## src/rtl/arb_2to1_pkg.sv

```systemverilog
// arb_2to1_pkg: shared types and constants for the 2:1 burst arbiter
package arb_2to1_pkg;

    typedef enum logic [1:0] {IDLE, OWN0, OWN1} arb_state_t;

    localparam int TIMEOUT_DEF = 16;
    localparam int CNT_W       = 8;

endpackage

```

## src/rtl/mux_2to1.sv

```systemverilog
// mux_2to1: two-input data select with enable
//   a, b : candidate inputs (W bits)
//   sel  : 0 picks a, 1 picks b
//   en   : output forced to zero when low
//   y    : selected value
module mux_2to1 #(
    parameter int W = 9
) (
    input  logic [W-1:0] a,
    input  logic [W-1:0] b,
    input  logic         sel,
    input  logic         en,
    output logic [W-1:0] y
);

    assign y = en ? (sel ? b : a) : '0;

endmodule

```

## src/rtl/arb_2to1.sv

```systemverilog
// arb_2to1: two-requester round-robin burst arbiter with a one-entry output buffer
//   clk, rst                  : clock, synchronous active-high reset
//   reqK_valid/data/last      : requester K beat (K = 0, 1)
//   reqK_ready                : requester K beat accepted this cycle (combinational)
//   out_valid/data/last       : buffered beat toward the shared resource
//   out_ready                 : downstream takes the buffered beat
//   gnt                       : one-hot owner, 2'b00 when idle
//   err                       : one-cycle pulse when the stall watchdog releases an owner
// Optional feature: define ARB_2TO1_WATCHDOG_EN to build the stall watchdog (limit TIMEOUT).
module arb_2to1
    import arb_2to1_pkg::*;
#(
    parameter int n       = 8,
    parameter int TIMEOUT = TIMEOUT_DEF
) (
    input  logic         clk,
    input  logic         rst,
    input  logic         req0_valid,
    input  logic [n-1:0] req0_data,
    input  logic         req0_last,
    output logic         req0_ready,
    input  logic         req1_valid,
    input  logic [n-1:0] req1_data,
    input  logic         req1_last,
    output logic         req1_ready,
    output logic         out_valid,
    output logic [n-1:0] out_data,
    output logic         out_last,
    input  logic         out_ready,
    output logic [1:0]   gnt,
    output logic         err
);

    arb_state_t   state_q, state_d;
    logic         prio_q, prio_d;
    logic         out_valid_q, out_valid_d;
    logic [n-1:0] out_data_q, out_data_d;
    logic         out_last_q, out_last_d;
    logic         out_space, acc;
    logic [n:0]   sel_beat;

    assign gnt        = {state_q == OWN1, state_q == OWN0};
    assign out_space  = !out_valid_q || out_ready;
    assign req0_ready = gnt[0] && out_space;
    assign req1_ready = gnt[1] && out_space;
    assign acc        = (req0_valid && req0_ready) || (req1_valid && req1_ready);
    assign out_valid  = out_valid_q;
    assign out_data   = out_data_q;
    assign out_last   = out_last_q;

    // {last, data} of whichever requester owns the grant
    mux_2to1 #(.W(n + 1)) u_mux (
        .a   ({req0_last, req0_data}),
        .b   ({req1_last, req1_data}),
        .sel (gnt[1]),
        .en  (1'b1),
        .y   (sel_beat)
    );

`ifdef ARB_2TO1_WATCHDOG_EN
    logic [CNT_W-1:0] cnt_q, cnt_d;
    logic             err_q, err_d;
    logic             stall, fire;
    assign err = err_q;
`else
    logic unused_cfg;
    assign unused_cfg = ^TIMEOUT;
    assign err        = 1'b0;
`endif

    always_comb begin
        state_d     = state_q;
        prio_d      = prio_q;
        out_valid_d = out_valid_q;
        out_data_d  = out_data_q;
        out_last_d  = out_last_q;
        if (state_q == IDLE) begin
            if (req0_valid && (!req1_valid || !prio_q))
                state_d = OWN0;
            else if (req1_valid)
                state_d = OWN1;
        end else if (acc && sel_beat[n]) begin
            state_d = IDLE;
            prio_d  = (state_q == OWN0);
        end
        if (acc)
            {out_valid_d, out_last_d, out_data_d} = {1'b1, sel_beat};
        else if (out_ready)
            out_valid_d = 1'b0;
`ifdef ARB_2TO1_WATCHDOG_EN
        // a stalled owner never accepts, so the streak also ends on any state change
        stall = (state_q != IDLE) && !(gnt[1] ? req1_valid : req0_valid);
        fire  = stall && (cnt_q == CNT_W'(TIMEOUT - 1));
        cnt_d = (stall && !fire) ? cnt_q + 1'b1 : '0;
        err_d = fire;
        if (fire) begin
            state_d = IDLE;
            prio_d  = (state_q == OWN0);
        end
`endif
    end

    always_ff @(posedge clk) begin
        if (rst) begin
            state_q     <= IDLE;
            prio_q      <= 1'b0;
            out_valid_q <= 1'b0;
            out_data_q  <= '0;
            out_last_q  <= 1'b0;
`ifdef ARB_2TO1_WATCHDOG_EN
            cnt_q       <= '0;
            err_q       <= 1'b0;
`endif
        end else begin
            state_q     <= state_d;
            prio_q      <= prio_d;
            out_valid_q <= out_valid_d;
            out_data_q  <= out_data_d;
            out_last_q  <= out_last_d;
`ifdef ARB_2TO1_WATCHDOG_EN
            cnt_q       <= cnt_d;
            err_q       <= err_d;
`endif
        end
    end

endmodule

```

## config.mk

```make
export PLATFORM = sky130hd
export DESIGN_NAME = arb_2to1
export DESIGN_NICKNAME = d
export VERILOG_FILES = /design/src/rtl/arb_2to1_pkg.sv /design/src/rtl/mux_2to1.sv /design/src/rtl/arb_2to1.sv
export SDC_FILE = /design/constraint.sdc
export NUM_CORES = 1
export LEC_CHECK = 0
export ABC_CLOCK_PERIOD_IN_PS = 2300
export CORE_UTILIZATION = 40
export CTS_BUF_LIST = sky130_fd_sc_hd__clkbuf_4 sky130_fd_sc_hd__clkbuf_8
export CTS_CLUSTER_DIAMETER = 60
export DETAILED_ROUTE_END_ITERATION = 10
export PLACE_DENSITY_LB_ADDON = 0.05
export SLEW_MARGIN = 30
export SYNTH_ARGS = -nofsm -noshare
export SYNTH_HDL_FRONTEND = slang
export SYNTH_SLANG_ARGS = --single-unit
```

## constraint.sdc

```tcl
create_clock -name clk -period 2.3 [get_ports clk]
set_input_delay 0.46 -clock clk [delete_from_list [all_inputs] [get_ports clk]]
set_output_delay 0.46 -clock clk [all_outputs]
set_load 0.05 [all_outputs]
```

==> flow_metrics.py <==
metrics = {
    "run_status": {
        "status": "finished, final reports clean",
    },
    "critical_path": {
        "worst_ep_arrival_time_ps": 1690,
        "setup.worst_path.start_class": "register",
        "critical_path_required_ps": 1840,
        "end_kind": "output port",
        "worst-path-max-fanout": 7,
        "crit_type": "reg -> out",
    },
    "finish": {
        "drive_above_1_share_pct": 12.5,
        "fill_cells": 116,
        "final_util_pct": 75.3,
        "final_area_mm2": 0.00103,
        "final_common_cell": "clkdlybuf4s50_1",
        "fin_nets": 128,
        "area_growth_syn_to_layout_pct": 66.1,
        "final_cell_mix": "clkdlybuf4s50_1, dfxtp_1, nor2_1, a211oi_1, mux2i_1",
        "antenna_cells": 0,
    },
    "global_route": {
        "grt_max_degree": 14,
        "antenna_found_initial": 0,
        "grt_usage_pct": 18.7,
        "first_global_vias": 500,
        "grt_pass1_wl_um": 2060,
        "grt-ovfl-total": 0,
    },
    "power": {
        "p_leak_uw": 0.000367,
        "ir_drop_mv": 0.469,
        "power.density_mw_per_mm2": 691,
        "p_total_uw": 711,
    },
    "clock_tree": {
        "clk_pin_slew_worst_paths_ps": 80,
        "cts_root_buffer": "clkbuf_4",
        "hold_buffers": 0,
        "cts_resized": 0,
        "post-cts-setup-buffers": 0,
        "tritoncts": "built",
        "cts_buffers": 3,
        "clock-sinks": 13,
        "clockBufferDepth": 2,
        "htreeDepth": 1,
        "clk_latency_ps": 270,
    },
    "logic_synthesis": {
        "synthCells": 67,
        "yosysSeqAreaShare_pct": 42.0,
        "synth.distinct_cells": 17,
        "synthesis.nets": 90,
        "synth_seq_cells": 13,
        "syn_avg_cell_area_um2": 9.24,
        "synth_area_um2": 619,
        "ys_warn_count": 0,
    },
    "sta": {
        "fin_crit_sh_pct": 93.4,
        "clock.fmax_mhz": 465,
        "setup_viol": 0,
        "slew_headroom_pct": 66.0,
        "finalMaxSlewViolations": 0,
        "setup_ws_ps": 151,
        "worst_pin_slew_ps": 509,
        "fin_crit_ps": 2150,
        "rsz0062_at_grt": "no",
        "timing.setup.tns_ps": 0,
        "finalHoldViolCount": 0,
        "fin_skew_ps": 5.75,
    },
    "route": {
        "first_pass_iters": 4,
        "antenna_left": 0,
        "remaining_drc_errors": 0,
        "vias": 604,
        "via_per_inst": 5.08,
        "wirelength_um": 1390,
        "drt_iter0_markers": 7,
        "wl_per_cell_um": 11.7,
    },
    "floorplanning": {
        "num_rows": 13,
        "ios": 38,
        "initial_core_util_pct": 45.3,
        "core_area_mm2": 0.00137,
        "die_x_um": 41.4,
        "die_area_mm2": 0.00171,
        "die_y_um": 41.4,
    },
    "placement": {
        "finalWeightedCongestion": 0.614,
        "pre_cts_ws_ps": 395,
        "place.port_buffers": 36,
        "hpwl_um": 1090,
        "place_area_um2": 998,
    },
    "job": {
        "maxCapViolations": 0,
    },
    "worst_hold_path": {
        "hp-class": "reg -> reg",
    },
}
stage by stage:
stage                     instances  hold WS (ps)
final                           119           500
after global routing            119           520
after CTS                       119           506
after detailed placement        115           493
after global placement          115           486
after floorplan                  67           508
metal layers:
metal / part of all wire, % / GRT usage [%]
met5: 0 / 0
met4: 0.36 / 4.84
met3: 6.5 / 4.26
met2: 49 / 37.1
met1: 44 / 19.3
final cells by class:
| class | count | area, um2 | area share (%) |
|---|---|---|---|
| well taps | 15 | 18.8 | 1.82 |
| repair buffers | 39 | 400 | 38.9 |
| clock buffers | 4 | 30.0 | 2.92 |
| multi-input cells | 48 | 319 | 31.0 |
| flip-flops and latches | 13 | 260 | 25.3 |
synth_stat cells:
master / number / area, um2
buf_4: 3 / 22.5
nor2b_1: 5 / 31.3
a211oi_1: 10 / 75.1
buf_2: 1 / 5.00
nand2b_1: 1 / 6.26
a31oi_1: 3 / 18.8
a21oi_2: 1 / 8.76
conb_1: 1 / 3.75
nand3b_1: 2 / 15.0
dfxtp_1: 13 / 260
nor3_1: 2 / 10.0
clkbuf_1: 1 / 3.75
buf_6: 1 / 11.3
nor2_1: 12 / 45.0
nand2_1: 1 / 3.75
nor2b_2: 1 / 8.76
mux2i_1: 9 / 90.1
registers in the layout, summed over array words and instances, names as in the netlist:
| name | count |
|---|---|
| out_valid | 1 |
| state_q | 2 |
| out_data | 8 |
| out_last | 1 |
| prio_q | 1 |
power by group:
group | switching [uW] | internal, uW | leakage [uW] | total [uW]
Combinational | 167 | 126 | 0.000243 | 293
Clock | 72.6 | 78.8 | 0.0000184 | 151
Sequential | 16.4 | 249 | 0.000107 | 266
Total | 256 | 455 | 0.000367 | 711
worst paths after layout:
path               start           to  slack [ps]  cells past startpoint
max           state_q[0]       gnt[0]         150                      2
min reg2reg  out_data[2]  out_data[2]         500                      2
max reg2reg   state_q[1]       prio_q         770                      5
min          out_data[2]  out_data[2]         500                      2
worst max-delay path, stage by stage (launching register included):
cell and delay [ps]:
dfxtp_1 430, nor2b_1 180, clkdlybuf4s50_1 810
logic make-up after synthesis:
group,Yosys count,share of synthesized area (%)
multiplexers,9,14.5
AND/OR/NAND/NOR,24,19.4
buffers and inverters,6,6.87
AO/OA/AOI/OAI,14,16.6
other,1,0.605
flip-flops,13,42.0
Power figures use the tool's default switching activity.
